`config.mk`:
```
export PLATFORM = sky130hd
export DESIGN_NAME = l2_flush_walker_flat
export DESIGN_NICKNAME = d
export VERILOG_FILES = /design/src/rtl/l2_flush_walker_pkg.sv /design/src/rtl/l2_flush_walker_if.sv /design/src/rtl/l2_flush_regs.sv /design/src/rtl/l2_flush_walker.sv /design/src/flat_wrapper.sv
export SDC_FILE = /design/constraint.sdc
export NUM_CORES = 1
export LEC_CHECK = 0
export ABC_AREA = 1
export CORE_AREA = 2 2 137 139
export CTS_CLUSTER_SIZE = 20
export DETAILED_ROUTE_END_ITERATION = 6
export DIE_AREA = 0 0 139 141
export PLACE_DENSITY_LB_ADDON = 0.05
export SYNTH_ARGS = -nofsm -noshare
export SYNTH_HDL_FRONTEND = slang
export SYNTH_SLANG_ARGS = --single-unit
```
`constraint.sdc`:
```
create_clock -name clk -period 3.3 [get_ports clk]
set_input_delay 0.825 -clock clk [delete_from_list [all_inputs] [get_ports clk]]
set_output_delay 0.825 -clock clk [all_outputs]
set_load 0.01 [all_outputs]
```
`src/rtl/l2_flush_walker_pkg.sv`:
```
// Shared cache constants and types for the L2 flush walker: geometry,
// line-state and eviction-message encodings, index types with a terminal
// bit, and helpers that build eviction addresses and messages.
package l2_flush_walker_pkg;

    localparam int SET_BITS  = 9;
    localparam int WAYS      = 8;
    localparam int WAY_BITS  = $clog2(WAYS);
    localparam int TAG_BITS  = 19;
    localparam int ADDR_BITS = 32;
    localparam int LINE_BITS = 128;
    localparam int L2_SETS   = 1 << SET_BITS;
    localparam int OFF_BITS  = ADDR_BITS - TAG_BITS - SET_BITS;

    // Set/way counters carry one extra bit so they can hold the terminal
    // values L2_SETS (walk finished) and WAYS (set finished).
    typedef logic [SET_BITS:0]       l2_set_t;
    typedef logic [WAY_BITS:0]       l2_way_t;
    typedef logic [SET_BITS-1:0]     set_idx_t;
    typedef logic [WAY_BITS-1:0]     way_idx_t;
    typedef logic [TAG_BITS-1:0]     tag_t;
    typedef logic [LINE_BITS-1:0]    line_t;
    typedef logic [ADDR_BITS-1:0]    addr_t;

    localparam l2_set_t SET_END = l2_set_t'(L2_SETS);
    localparam l2_way_t WAY_END = l2_way_t'(WAYS);

    // Line state as held in the L2 state array.
    typedef enum logic [1:0] {
        L2_INVALID   = 2'd0,
        L2_SHARED    = 2'd1,
        L2_EXCLUSIVE = 2'd2,
        L2_MODIFIED  = 2'd3
    } l2_state_t;

    // Eviction message sent towards the next level.
    typedef enum logic [1:0] {
        MSG_PUTS = 2'd0,
        MSG_PUTE = 2'd1,
        MSG_PUTM = 2'd2
    } put_msg_t;

    // Walker sequencing states.
    typedef enum logic [2:0] {
        ST_IDLE   = 3'd0,
        ST_LOOKUP = 3'd1,
        ST_EVAL   = 3'd2,
        ST_SEND   = 3'd3,
        ST_INV    = 3'd4
    } walk_state_t;

    // Line-aligned physical address of a (tag, set) pair.
    function automatic addr_t make_addr(input tag_t tag, input set_idx_t set);
        return {tag, set, {OFF_BITS{1'b0}}};
    endfunction

    // Eviction message for a valid line; only dirty lines carry data.
    function automatic logic [1:0] state_to_msg(input logic [1:0] st);
        logic [1:0] msg;
        case (st)
            L2_SHARED:    msg = MSG_PUTS;
            L2_EXCLUSIVE: msg = MSG_PUTE;
            default:      msg = MSG_PUTM;
        endcase
        return msg;
    endfunction

endpackage

```
`src/rtl/l2_flush_walker_if.sv`:
```
// Bundle of every non-clock signal of the flush walker: decoder strobes,
// flush bookkeeping outputs, array read/invalidate port and eviction
// request channel. The walker uses the master view.
interface l2_flush_walker_if;
    import l2_flush_walker_pkg::*;

    // Decoder strobes
    logic              set_ongoing_flush;
    logic              clr_ongoing_flush;
    logic              incr_flush_set;
    logic              clr_flush_set;
    logic              clr_flush_way;
    logic              flush_all;
    logic              do_ongoing_flush;

    // Flush bookkeeping
    logic              ongoing_flush;
    l2_set_t           flush_set;
    l2_way_t           flush_way;
    logic              walker_busy;

    // Array read / invalidate
    logic              rd_en;
    set_idx_t          rd_set;
    way_idx_t          rd_way;
    logic [1:0]        rd_state;
    logic              rd_hprot;
    tag_t              rd_tag;
    line_t             rd_line;
    logic              wr_inv_en;

    // Eviction request channel
    logic              req_out_valid;
    logic              req_out_ready;
    logic [1:0]        req_out_msg;
    addr_t             req_out_addr;
    line_t             req_out_line;

    modport master (
        input  set_ongoing_flush, clr_ongoing_flush, incr_flush_set,
               clr_flush_set, clr_flush_way, flush_all, do_ongoing_flush,
               rd_state, rd_hprot, rd_tag, rd_line, req_out_ready,
        output ongoing_flush, flush_set, flush_way, walker_busy,
               rd_en, rd_set, rd_way, wr_inv_en,
               req_out_valid, req_out_msg, req_out_addr, req_out_line
    );

    modport slave (
        output set_ongoing_flush, clr_ongoing_flush, incr_flush_set,
               clr_flush_set, clr_flush_way, flush_all, do_ongoing_flush,
               rd_state, rd_hprot, rd_tag, rd_line, req_out_ready,
        input  ongoing_flush, flush_set, flush_way, walker_busy,
               rd_en, rd_set, rd_way, wr_inv_en,
               req_out_valid, req_out_msg, req_out_addr, req_out_line
    );

endinterface

```
`src/rtl/l2_flush_regs.sv`:
```
// Flush bookkeeping registers read by the L2 input decoder: ongoing_flush,
// the captured flush_all mode, and the saturating set/way walk counters.
// Clear strobes always win over set/increment strobes in the same cycle.
module l2_flush_regs
    import l2_flush_walker_pkg::*;
(
    input  logic    clk,
    input  logic    rst,
    input  logic    set_ongoing_flush_i,
    input  logic    clr_ongoing_flush_i,
    input  logic    flush_all_i,
    input  logic    incr_flush_set_i,
    input  logic    clr_flush_set_i,
    input  logic    incr_flush_way_i,
    input  logic    clr_flush_way_i,
    output logic    ongoing_flush_o,
    output logic    flush_all_o,
    output l2_set_t flush_set_o,
    output l2_way_t flush_way_o
);

    logic    ongoing_q, ongoing_d;
    logic    flush_all_q, flush_all_d;
    l2_set_t set_q, set_d;
    l2_way_t way_q, way_d;

    // Next-state: strobe priority and saturation at the terminal values.
    always_comb begin
        ongoing_d   = ongoing_q;
        flush_all_d = flush_all_q;
        set_d       = set_q;
        way_d       = way_q;

        if (set_ongoing_flush_i) begin
            ongoing_d = 1'b1;
        end
        if (clr_ongoing_flush_i) begin
            ongoing_d = 1'b0;
        end
        // The mode is fixed for the whole flush once it has started.
        if (set_ongoing_flush_i && !ongoing_q) begin
            flush_all_d = flush_all_i;
        end

        if (incr_flush_set_i && (set_q != SET_END)) begin
            set_d = set_q + l2_set_t'(1);
        end
        if (clr_flush_set_i) begin
            set_d = '0;
        end

        if (incr_flush_way_i && (way_q != WAY_END)) begin
            way_d = way_q + l2_way_t'(1);
        end
        if (clr_flush_way_i) begin
            way_d = '0;
        end
    end

    // State registers with synchronous active-low reset.
    always_ff @(posedge clk) begin
        if (!rst) begin
            ongoing_q   <= 1'b0;
            flush_all_q <= 1'b0;
            set_q       <= '0;
            way_q       <= '0;
        end else begin
            ongoing_q   <= ongoing_d;
            flush_all_q <= flush_all_d;
            set_q       <= set_d;
            way_q       <= way_d;
        end
    end

    assign ongoing_flush_o = ongoing_q;
    assign flush_all_o     = flush_all_q;
    assign flush_set_o     = set_q;
    assign flush_way_o     = way_q;

endmodule

```
`src/rtl/l2_flush_walker.sv`:
```
// L2 flush execution stage. Each do_ongoing_flush pulse walks one way of
// the current set: read the line, evict it with PUTS/PUTE/PUTM if it is
// valid and selected by the flush mode, invalidate it, then advance the way.
module l2_flush_walker
    import l2_flush_walker_pkg::*;
(
    input  logic               clk,
    input  logic               rst,
    l2_flush_walker_if.master  bus
);

    // Bookkeeping register outputs
    logic        ongoing_flush;
    logic        flush_all_q;
    l2_set_t     flush_set;
    l2_way_t     flush_way;

    // Sequencer state and registered outputs
    walk_state_t state_q;
    logic        busy_q;
    logic        rd_en_q;
    set_idx_t    rd_set_q;
    way_idx_t    rd_way_q;
    logic        req_valid_q;
    logic [1:0]  msg_q;
    addr_t       addr_q;
    line_t       line_q;
    logic        wr_inv_q;

    logic        evict;
    logic        way_incr;

    l2_flush_regs u_regs (
        .clk                 (clk),
        .rst                 (rst),
        .set_ongoing_flush_i (bus.set_ongoing_flush),
        .clr_ongoing_flush_i (bus.clr_ongoing_flush),
        .flush_all_i         (bus.flush_all),
        .incr_flush_set_i    (bus.incr_flush_set),
        .clr_flush_set_i     (bus.clr_flush_set),
        .incr_flush_way_i    (way_incr),
        .clr_flush_way_i     (bus.clr_flush_way),
        .ongoing_flush_o     (ongoing_flush),
        .flush_all_o         (flush_all_q),
        .flush_set_o         (flush_set),
        .flush_way_o         (flush_way)
    );

    // A line needs eviction when valid and either every line is flushed or
    // it is a data line; the way advances on a skip or after invalidation.
    always_comb begin
        evict    = (bus.rd_state != L2_INVALID) && (flush_all_q || bus.rd_hprot);
        way_incr = 1'b0;
        if (state_q == ST_EVAL) begin
            way_incr = !evict;
        end else if (state_q == ST_INV) begin
            way_incr = 1'b1;
        end
    end

    // Way-step sequencer with registered strobes and request datapath.
    always_ff @(posedge clk) begin
        if (!rst) begin
            state_q     <= ST_IDLE;
            busy_q      <= 1'b0;
            rd_en_q     <= 1'b0;
            rd_set_q    <= '0;
            rd_way_q    <= '0;
            req_valid_q <= 1'b0;
            msg_q       <= '0;
            addr_q      <= '0;
            line_q      <= '0;
            wr_inv_q    <= 1'b0;
        end else begin
            case (state_q)
                ST_IDLE: begin
                    // A finished set (flush_way == WAYS) ignores the pulse.
                    if (bus.do_ongoing_flush && (flush_way < WAY_END)) begin
                        state_q  <= ST_LOOKUP;
                        busy_q   <= 1'b1;
                        rd_en_q  <= 1'b1;
                        rd_set_q <= flush_set[SET_BITS-1:0];
                        rd_way_q <= flush_way[WAY_BITS-1:0];
                    end
                end
                ST_LOOKUP: begin
                    rd_en_q <= 1'b0;
                    state_q <= ST_EVAL;
                end
                ST_EVAL: begin
                    if (evict) begin
                        msg_q       <= state_to_msg(bus.rd_state);
                        addr_q      <= make_addr(bus.rd_tag, rd_set_q);
                        line_q      <= (bus.rd_state == L2_MODIFIED) ? bus.rd_line : '0;
                        req_valid_q <= 1'b1;
                        state_q     <= ST_SEND;
                    end else begin
                        busy_q  <= 1'b0;
                        state_q <= ST_IDLE;
                    end
                end
                ST_SEND: begin
                    // msg/addr/line are held until the request is accepted.
                    if (bus.req_out_ready) begin
                        req_valid_q <= 1'b0;
                        wr_inv_q    <= 1'b1;
                        state_q     <= ST_INV;
                    end
                end
                ST_INV: begin
                    wr_inv_q <= 1'b0;
                    busy_q   <= 1'b0;
                    state_q  <= ST_IDLE;
                end
                default: begin
                    busy_q  <= 1'b0;
                    state_q <= ST_IDLE;
                end
            endcase
        end
    end

    assign bus.ongoing_flush = ongoing_flush;
    assign bus.flush_set     = flush_set;
    assign bus.flush_way     = flush_way;
    assign bus.walker_busy   = busy_q;
    assign bus.rd_en         = rd_en_q;
    assign bus.rd_set        = rd_set_q;
    assign bus.rd_way        = rd_way_q;
    assign bus.wr_inv_en     = wr_inv_q;
    assign bus.req_out_valid = req_valid_q;
    assign bus.req_out_msg   = msg_q;
    assign bus.req_out_addr  = addr_q;
    assign bus.req_out_line  = line_q;

endmodule
```
`src/flat_wrapper.sv`:
```
// flat-port wrapper written by rule: the top's interface ports become plain ports
module l2_flush_walker_flat import l2_flush_walker_pkg::*;
  (clk, rst, bus_set_ongoing_flush, bus_clr_ongoing_flush, bus_incr_flush_set, bus_clr_flush_set, bus_clr_flush_way, bus_flush_all, bus_do_ongoing_flush, bus_rd_state, bus_rd_hprot, bus_rd_tag, bus_rd_line, bus_req_out_ready, bus_ongoing_flush, bus_flush_set, bus_flush_way, bus_walker_busy, bus_rd_en, bus_rd_set, bus_rd_way, bus_wr_inv_en, bus_req_out_valid, bus_req_out_msg, bus_req_out_addr, bus_req_out_line);
  l2_flush_walker_if bus_i ();
  input  logic clk;
  input  logic rst;
  input wire logic [$bits(bus_i.set_ongoing_flush)-1:0] bus_set_ongoing_flush;
  input wire logic [$bits(bus_i.clr_ongoing_flush)-1:0] bus_clr_ongoing_flush;
  input wire logic [$bits(bus_i.incr_flush_set)-1:0] bus_incr_flush_set;
  input wire logic [$bits(bus_i.clr_flush_set)-1:0] bus_clr_flush_set;
  input wire logic [$bits(bus_i.clr_flush_way)-1:0] bus_clr_flush_way;
  input wire logic [$bits(bus_i.flush_all)-1:0] bus_flush_all;
  input wire logic [$bits(bus_i.do_ongoing_flush)-1:0] bus_do_ongoing_flush;
  input wire logic [$bits(bus_i.rd_state)-1:0] bus_rd_state;
  input wire logic [$bits(bus_i.rd_hprot)-1:0] bus_rd_hprot;
  input wire logic [$bits(bus_i.rd_tag)-1:0] bus_rd_tag;
  input wire logic [$bits(bus_i.rd_line)-1:0] bus_rd_line;
  input wire logic [$bits(bus_i.req_out_ready)-1:0] bus_req_out_ready;
  output wire logic [$bits(bus_i.ongoing_flush)-1:0] bus_ongoing_flush;
  output wire logic [$bits(bus_i.flush_set)-1:0] bus_flush_set;
  output wire logic [$bits(bus_i.flush_way)-1:0] bus_flush_way;
  output wire logic [$bits(bus_i.walker_busy)-1:0] bus_walker_busy;
  output wire logic [$bits(bus_i.rd_en)-1:0] bus_rd_en;
  output wire logic [$bits(bus_i.rd_set)-1:0] bus_rd_set;
  output wire logic [$bits(bus_i.rd_way)-1:0] bus_rd_way;
  output wire logic [$bits(bus_i.wr_inv_en)-1:0] bus_wr_inv_en;
  output wire logic [$bits(bus_i.req_out_valid)-1:0] bus_req_out_valid;
  output wire logic [$bits(bus_i.req_out_msg)-1:0] bus_req_out_msg;
  output wire logic [$bits(bus_i.req_out_addr)-1:0] bus_req_out_addr;
  output wire logic [$bits(bus_i.req_out_line)-1:0] bus_req_out_line;
  assign bus_i.set_ongoing_flush = bus_set_ongoing_flush;
  assign bus_i.clr_ongoing_flush = bus_clr_ongoing_flush;
  assign bus_i.incr_flush_set = bus_incr_flush_set;
  assign bus_i.clr_flush_set = bus_clr_flush_set;
  assign bus_i.clr_flush_way = bus_clr_flush_way;
  assign bus_i.flush_all = bus_flush_all;
  assign bus_i.do_ongoing_flush = bus_do_ongoing_flush;
  assign bus_i.rd_state = bus_rd_state;
  assign bus_i.rd_hprot = bus_rd_hprot;
  assign bus_i.rd_tag = bus_rd_tag;
  assign bus_i.rd_line = bus_rd_line;
  assign bus_i.req_out_ready = bus_req_out_ready;
  assign bus_ongoing_flush = bus_i.ongoing_flush;
  assign bus_flush_set = bus_i.flush_set;
  assign bus_flush_way = bus_i.flush_way;
  assign bus_walker_busy = bus_i.walker_busy;
  assign bus_rd_en = bus_i.rd_en;
  assign bus_rd_set = bus_i.rd_set;
  assign bus_rd_way = bus_i.rd_way;
  assign bus_wr_inv_en = bus_i.wr_inv_en;
  assign bus_req_out_valid = bus_i.req_out_valid;
  assign bus_req_out_msg = bus_i.req_out_msg;
  assign bus_req_out_addr = bus_i.req_out_addr;
  assign bus_req_out_line = bus_i.req_out_line;
  l2_flush_walker u_core (.clk(clk), .rst(rst), .bus(bus_i));
endmodule
```
# Yosys cells after proc, flatten, opt, wreduce, memory -nomap -nowiden
# Index checks and enable logic that the tools add are counted.
# Widths: inputs -> output; s select.
[classes]
addsub = 2
n_eq_ne = 13
n_bitwise = 2
reduce_logical = 24
n_lt_le_gt_ge = 1
n_mux = 17
[op_table]
columns = ["cell", "n"]
rows = [
  ["$mux 128", 1],
  ["$pmux 3 s4", 1],
  ["$add 10x1->10 const B", 1],
  ["$ne 10x10->1 const B", 1],
  ["$reduce_and 2->1", 5],
  ["$reduce_bool 2->1", 4],
  ["$reduce_or 2->1", 4],
  ["$mux 1", 7],
  ["$eq 3x2->1 const B", 2],
  ["$mux 3", 2],
  ["$pmux 1 s2", 3],
  ["$reduce_and 3->1", 2],
  ["$logic_and 1x1->1", 5],
  ["$add 4x1->4 const B", 1],
  ["$eq 2x2->1 const B", 2],
  ["$lt 4x4->1 const B", 1],
  ["$ne 2x1->1 const B", 2],
  ["$ne 2x2->1 const B", 2],
  ["$ne 4x4->1 const B", 1],
  ["$pmux 2 s2", 1],
  ["$eq 3x1->1 const B", 1],
  ["$eq 3x3->1 const B", 1],
  ["$logic_not 3->1", 1],
  ["$pmux 1 s3", 1],
  ["5 further kinds", 7],
]
[totals]
regBits = 193
word_cells = 73
input_bits = 160
out_inout_bits = 193

# Longest topological paths before layout
# Gate-level depths: netlist (run 1).
[depth]
word_depth = 5
depth_mapped = 9
ltp_nobuf = 9

# By module
# From an unflattened synthesis (run 1), not the netlist that was laid out.
[unflattened]
hier_cells = 940
hier_area_um2 = 7400.8
[modules_own_cells]
columns = ["module", "instances", "seq_area_each_um2", "cells_each", "area_each_um2"]
rows = [
  ["l2_flush_walker", 1, 3543.4, 803, 6463.7],
  ["l2_flush_regs", 1, 320.3, 137, 937.1],
]

# Least setup slack after synthesis (run 1)
# No wires, ideal clock.
[synth_timing]
path_kind = "input port to flip-flop"
start = "in bus_rd_state[0]"
end = "reg u_core.addr_q[13] (netlist: u_core.bus.req_out_addr[13])"
required_ps = 3236
path_buffers = 2
setup_time_ps = 64
arrival_time_ps = 1831
path_stages = 9
setup_slack_ps = 1405
cell_sequence = "inv_1 > ha_1 > nor2_1 > nand2_2 > clkinv_2 > buf_6 > buf_2 > nor2_1 > nor2_1"
[synth_between]
elab_chain_cells = 3
[synth_rtl]
columns = ["item", "line", "text"]
rows = [
  ["start, declared", "flat_wrapper.sv:14", "input wire logic [$bits(bus_i.rd_state)-1:0] bus_rd_state;"],
  ["$reduce_bool 2->1", "l2_flush_walker.sv:52", "evict = (bus.rd_state != L2_INVALID) && (flush_all_q || bus.rd_hprot);"],
  ["$logic_and 1x1->1", "l2_flush_walker.sv:52", ""],
  ["$reduce_and 2->1 (no line)", "--", ""],
  ["end signal, assigned", "l2_flush_walker.sv:93", "addr_q <= make_addr(bus.rd_tag, rd_set_q);"],
  ["end, declared", "l2_flush_walker.sv:26", "addr_t addr_q;"],
]
# Every way passes these cells.
# A chain may end at the register's enable or synchronous reset.

# Final worst setup path (run 1)
[layout_timing]
start = "reg u_core.u_regs.set_q[5] (netlist: u_core.u_regs.flush_set_o[5])"
end = "out bus_flush_set[5]"
[layout_rtl]
columns = ["item", "line", "text"]
rows = [
  ["start, declared", "l2_flush_regs.sv:24", "l2_set_t set_q, set_d;"],
  ["start signal, assigned", "l2_flush_regs.sv:70", "set_q <= set_d;"],
  ["end, declared", "flat_wrapper.sv:20", "output wire logic [$bits(bus_i.flush_set)-1:0] bus_flush_set;"],
]
# No word-level cell between the ends.

==> run summary, run 1 <==
status = finished clean
CTS Buf Count = 17
post-synthesis area per instance = 7.811 sq um
Req. time, crit path = 2.47 ns
clock-pin slew on the worst setup and hold paths = 0.07 ns
PwrDens = 459.1 mW/mm^2
min cycle time layout = 2.427 ns
dominant cells by area after synthesis = dfxtp_1 (53%), a21oi_1 (10%), nand3_1 (9.8%), nand2_1 (9.1%), nor2_1 (4.9%)
Psw = 1.299 mW
chip width = 139 um
Distinct cells, synth = 25
Arr. time, crit path = 1.60 ns
endpoint of the worst hold path = u_core.bus.wr_inv_en
Detailed Route Iter0 Violations = 400
cts repair resizes = 0
initial antenna violation count = 0
Die H = 141 um
Avg WL per Cell = 15.59 um
VDD IR-drop max = 0.3755 mV
final clock skew = 0.009148 ns
final wirelength = 23,330 um
Total GRT Usage = 23.18%
CTS tree = yes
CTS Buffer Depth = 2
via count of the first global-routing pass = 6,798
port bufs = 348
post-synth top area share = 52.62%
htree depth = 4
Worst Max-Slew Pin Slew = 0.7739 ns
RSZ-0062 raised after global routing = no
Clock power frac = 40.3%
Sw Share = 24.40%
register area share after synthesis = 52.62%
post-DP HPWL = 16,000 um
number of top-level pins = 353
setup TNS = 0 ns
Mapped Cells = 940
worst hold margin = 0.4630 ns
TritonRoute pass-1 iters = 5
Initial Util = 40.19%
Setup CP Type = flop to output pin
Hold Crit Class = flop to flop
GP Congestion = 0.8105
via count = 7,260
Core Area = 0.01827 sq mm
share of cells above drive strength 1 = 4.120%
postcts setup bufs = 0
fmax = 412.1 MHz
CTS sink count = 193
post-synthesis to final-layout area growth = 57.96%
combinational power share = 13.7%
Slowest-stage cell, CP = clkdlybuf4s50_1
Worst Hold Launch = u_core.bus.wr_inv_en
pin count of the biggest net entering global routing = 162
R2R cell count = 5
max-slew violation count = 0
Final setup viols = 0
final hold viol count = 0
max_cap viols = 0
worst stage delay on the critical path = 0.62 ns
R2R Setup Slk = 1.64 ns
Filler cells = 1,649
synthesized cell area = 0.007342 sq mm
slew margin rel. = 48.41%
insertion delay to the later sink of the worst-skew pair = 0.44 ns
global-route wire length before repair = 36,520 um
post-route ant nets = 0
Power Internal = 4.025 mW
Critical Path End Type = output pin
LEAKAGE = 4.039 nW
die area = 0.01960 sq mm
period utilization = 73.53%
critical path's top delay family = buffers and inverters
gr ovfl total = 0
Vias/cell = 4.853
ant diodes = 0
cts-stage hold buffer count = 0
worst-path cell chain = clkdlybuf4s50_1
DRC = 0
reg-to-reg critical path startpoint = u_core.state_q[0]
commonest cells after routing, fill and taps aside = clkdlybuf4s50_1 (348), dfxtp_1 (193), nand2_1 (178), a21oi_1 (153), nand3_1 (144)
crit path max fanout = 10
synth warn = 0
commonest non-fill, non-tap cell in the layout = clkdlybuf4s50_1
Seq cells post-synth = 193
CTS Root Cell = clkbuf_16
nets = 1,416
CP bufs+invs = 1
Critical Path Start Type = flop
hold path depth = 2
# rows = 50
area leader, netlist = dfxtp_1
sequential share of power = 46.0%
reg2reg end = u_core.bus.req_out_line[65]
==> layout make-up <==
type / count / area, sq um / area share, %
Inverter: 30 / 117.6 / 1.014
Clock inverter: 12 / 156.4 / 1.349
Sequential cell: 193 / 3864 / 33.32
Clock buffer: 20 / 456.7 / 3.938
Multi-Input combinational cell: 645 / 2997 / 25.84
Timing Repair Buffer: 362 / 3714 / 32.02
Tap cell: 234 / 292.8 / 2.525
==> kinds of logic (layout without fill, tap and decap cells) <==
kind of cell    count (synthesis)  count (layout)  share of synthesized area (%)
xor+xnor                        6               6                         0.7157
compound gates                202             202                          13.80
other cells                     1               4                        0.05108
simple gates                  426             426                          24.66
fa+ha+maj                       7               7                          1.193
flops                         193             193                          52.62
buf+inv                       105             424                          6.953
==> synthesized netlist by cell type <==
| cell | instances |
|---|---|
| a21oi_1 | 153 |
| o21ai_0 | 48 |
| clkbuf_1 | 38 |
| dfxtp_1 | 193 |
| inv_2 | 1 |
| nand2_2 | 1 |
| conb_1 | 1 |
| nor3_4 | 1 |
| o21bai_1 | 1 |
| inv_1 | 28 |
| nor3b_1 | 1 |
| nand2_1 | 178 |
| xor2_1 | 6 |
| nor2_1 | 96 |
| ha_1 | 7 |
| nor3_1 | 1 |
| buf_4 | 7 |
| buf_2 | 17 |
| nand3b_1 | 1 |
| nor2_2 | 1 |
| clkinv_2 | 1 |
| nand4_1 | 2 |
| nand3_1 | 144 |
| buf_6 | 9 |
| buf_1 | 4 |
==> power by group through the flow <==
stage	Clock [mW]	Sequential, mW	Combinational [mW]
after floorplan	0	2.54	0.281
after global placement	0	2.50	0.733
after detailed placement	0	2.50	0.734
after CTS	2.20	2.45	0.737
after global routing	2.29	2.46	0.796
final	2.14	2.45	0.729
==> metal layers <==
layer	vias up	routed length [um]	track usage [%]
li1	3717	-	-
met1	3254	9620	28.22
met2	251	11220	38.19
met3	38	1877	7.575
met4	0	607	9.197
met5	-	0	0
==> worst max path at each step <==
stage	startpoint	endpoint	depth (start not counted)
global route	bus_rd_state[0]	u_core.bus.req_out_line[122]	9
global placement	bus_rd_state[0]	u_core.bus.req_out_line[2]	9
finish	u_core.u_regs.flush_set_o[5]	bus_flush_set[5]	1
detailed placement	bus_rd_state[0]	u_core.bus.req_out_line[118]	9
CTS	u_core.u_regs.flush_set_o[5]	bus_flush_set[5]	1
floorplan	bus_rd_state[0]	u_core.bus.req_out_addr[13]	9
==> state kept, by name, summed over array words and instances, names as in the netlist <==
name,count
u_core.state_q,3
u_core.bus.walker_busy,1
u_core.bus.req_out_line,128
u_core.bus.req_out_addr,28
u_core.bus.rd_set,9
u_core.u_regs.flush_set_o,10
u_core.u_regs.flush_all_o,1
u_core.bus.rd_en,1
u_core.bus.req_out_valid,1
u_core.u_regs.flush_way_o,4
u_core.bus.wr_inv_en,1
u_core.bus.req_out_msg,2
u_core.bus.rd_way,3
u_core.u_regs.ongoing_flush_o,1
==> per-stage QoR <==
step | worst slack, ns | instances | area (sq um) | power (mW) | util [%]
detailed placement | 0.4844 | 1464 | 10980 | 3.239 | 60.13
finish | 0.8734 | 1496 | 11600 | 5.324 | 63.49
global route | 0.7441 | 1496 | 11600 | 5.546 | 63.49
CTS | 0.8497 | 1496 | 11600 | 5.384 | 63.49
floorplan | 1.405 | 943 | 7353 | 2.817 | -
global placement | 0.5473 | 1464 | 10980 | 3.235 | 60.13
(Power assumes the default switching activity.)
==> run 2: changes to the inputs <==
CORE_AREA = 2 2 144 146   (was 2 2 137 139)
DIE_AREA = 0 0 146 148   (was 0 0 139 141)
clock period = 2 ns   (was 3.3 ns; I/O delays follow)
==> run 2 against run 1 <==
  * Global-route usage down 1.3 points
  * Die area rose by 10%
  * Sequential power is 65% higher
  * Clock skew up 0.00057 ns
  * First-iteration DRC count decreased by 23%
  * Combinational power increased by 77%
  * Count of clock-buffer cells in the layout down 2
  * Setup slack got worse by 0.82 ns
  * Largest cell class is now non-clock buffers
  * Highest routed layer unchanged
==> run summary, run 2 (synthesis gave the netlist of run 1 again) <==
LEAKAGE = 4.189 nW
Final setup viols = 0
htree depth = 4
crit path max fanout = 5
final clock skew = 0.009714 ns
via count = 7,454
CTS Buf Count = 17
pin count of the biggest net entering global routing = 59
Setup CP Type = flop to output pin
VDD IR-drop max = 0.5631 mV
DRC = 0
CTS Root Cell = clkbuf_16
CP bufs+invs = 1
sequential share of power = 46.3%
period utilization = 97.11%
TritonRoute pass-1 iters = 5
Hold Crit Class = flop to flop
R2R cell count = 7
chip width = 146 um
post-DP HPWL = 17,710 um
Worst setup startpoint = u_core.u_regs.flush_way_o[0]
gr ovfl total = 0
max-slew violation count = 0
Power Internal = 6.530 mW
Arr. time, crit path = 1.44 ns
global-route wire length before repair = 37,910 um
Sw Share = 25.33%
final hold viol count = 0
Detailed Route Iter0 Violations = 307
ant diodes = 0
CTS Buffer Depth = 2
commonest non-fill, non-tap cell in the layout = clkdlybuf4s50_1
nets = 1,444
commonest cells after routing, fill and taps aside = clkdlybuf4s50_1 (347), dfxtp_1 (190), nand2_1 (178), a21oi_1 (153), nand3_1 (144)
via count of the first global-routing pass = 6,786
Req. time, crit path = 1.50 ns
Worst path depth = 1
setup TNS = 0 ns
final wirelength = 24,520 um
max_cap viols = 0
Final WS setup = 0.05771 ns
initial antenna violation count = 0
placed instance count = 1,528
combinational power share = 14.7%
postcts setup bufs = 0
RSZ-0062 raised after global routing = no
Initial Util = 36.64%
fmax = 514.9 MHz
worst stage delay on the critical path = 0.61 ns
reg2reg end = u_core.u_regs.flush_set_o[6]
Critical Path End Type = output pin
slew margin rel. = 61.45%
CTS tree = yes
Die H = 148 um
Avg WL per Cell = 15.73 um
GP Congestion = 0.8389
R2R Setup Slk = 0.39 ns
Core Area = 0.02004 sq mm
Psw = 2.215 mW
status = finished clean
number of top-level pins = 353
post-synthesis to final-layout area growth = 61.78%
port bufs = 348
Place WS = -0.2686 ns
area of placed instances = 0.01129 sq mm
CP endpoint = bus_flush_way[0]
worst-path cell chain = clkdlybuf4s50_1
critical path's top delay family = buffers and inverters
insertion delay to the later sink of the worst-skew pair = 0.43 ns
die area = 0.02161 sq mm
Worst Max-Slew Pin Slew = 0.5783 ns
Vias/cell = 4.781
Critical Path Start Type = flop
Clock power frac = 39.0%
Total GRT Usage = 21.93%
min cycle time layout = 1.942 ns
# rows = 52
share of cells above drive strength 1 = 6.362%
clock-pin slew on the worst setup and hold paths = 0.07 ns
reg-to-reg critical path startpoint = u_core.u_regs.flush_set_o[0]
non-filler cells, final = 1,559
Non-Filler Cell Area, Final = 0.01188 sq mm
Filler cells = 1,944
post-route ant nets = 0
Largest register FFs = 128
Slowest-stage cell, CP = clkdlybuf4s50_1
PwrDens = 736.3 mW/mm^2
CTS sink count = 193
## run 2: power by group through the flow
stage                     clock (mW)  combinational [mW]  sequential (mW)
final                           3.41                1.29             4.05
after global routing            3.67                1.40             4.06
after CTS                       3.50                1.30             4.05
after detailed placement           0                1.29             4.14
after global placement             0                1.29             4.14
after floorplan                    0               0.464             4.18
## run 2: worst min-delay path, stage by stage (launching register included)
cell     delay [ns]
dfxtp_1        0.31
nand2_1        0.06
a21oi_1        0.05
## run 2: how the worst min path moves through the flow
stage / depth (start not counted) / slack [ns] / endpoint / from
floorplan: 2 / 0.45 / u_core.u_regs.flush_all_o / u_core.u_regs.flush_all_o
global placement: 2 / 0.45 / u_core.bus.req_out_line[74] / u_core.bus.req_out_line[74]
detailed placement: 2 / 0.45 / u_core.bus.req_out_line[39] / u_core.bus.req_out_line[39]
CTS: 2 / 0.46 / u_core.bus.req_out_line[39] / u_core.bus.req_out_line[39]
global route: 2 / 0.48 / u_core.bus.walker_busy / u_core.bus.walker_busy
finish: 2 / 0.46 / u_core.bus.req_out_line[69] / u_core.bus.req_out_line[69]
## run 2: layer usage
layer	track usage (%)	wire [um]
met1	27.23	10320
met2	35.75	11690
met3	7.685	2086
met4	7.233	424
met5	0	0
## run 2: area by class of cell
type	count	area (sq um)	share of cell area, %
multi-input cells	645	2997	25.23
inverters	30	117.6	0.9902
clock inverters	13	152.6	1.285
flip-flops and latches	193	3867	32.56
well taps	270	337.8	2.844
clock buffers	18	429.2	3.613
repair buffers	390	3976	33.48
## run 2: through the flow
stage | power, mW | hold WS [ns] | utilization, %
6_report | 8.745 | 0.4616 | 59.27
5_1_grt | 9.130 | 0.4758 | 59.27
4_1_cts | 8.855 | 0.4637 | 59.25
3_5_place_dp | 5.435 | 0.4523 | 56.34
3_3_place_gp | 5.430 | 0.4496 | 56.34
2_1_floorplan | 4.647 | 0.4524 | -
## run 2: what timing repair did
action                     CTS  global route
hold buffers                 0             0
setup endpoints to repair    2             2
pin swaps                    0             0
resized for setup            2             2
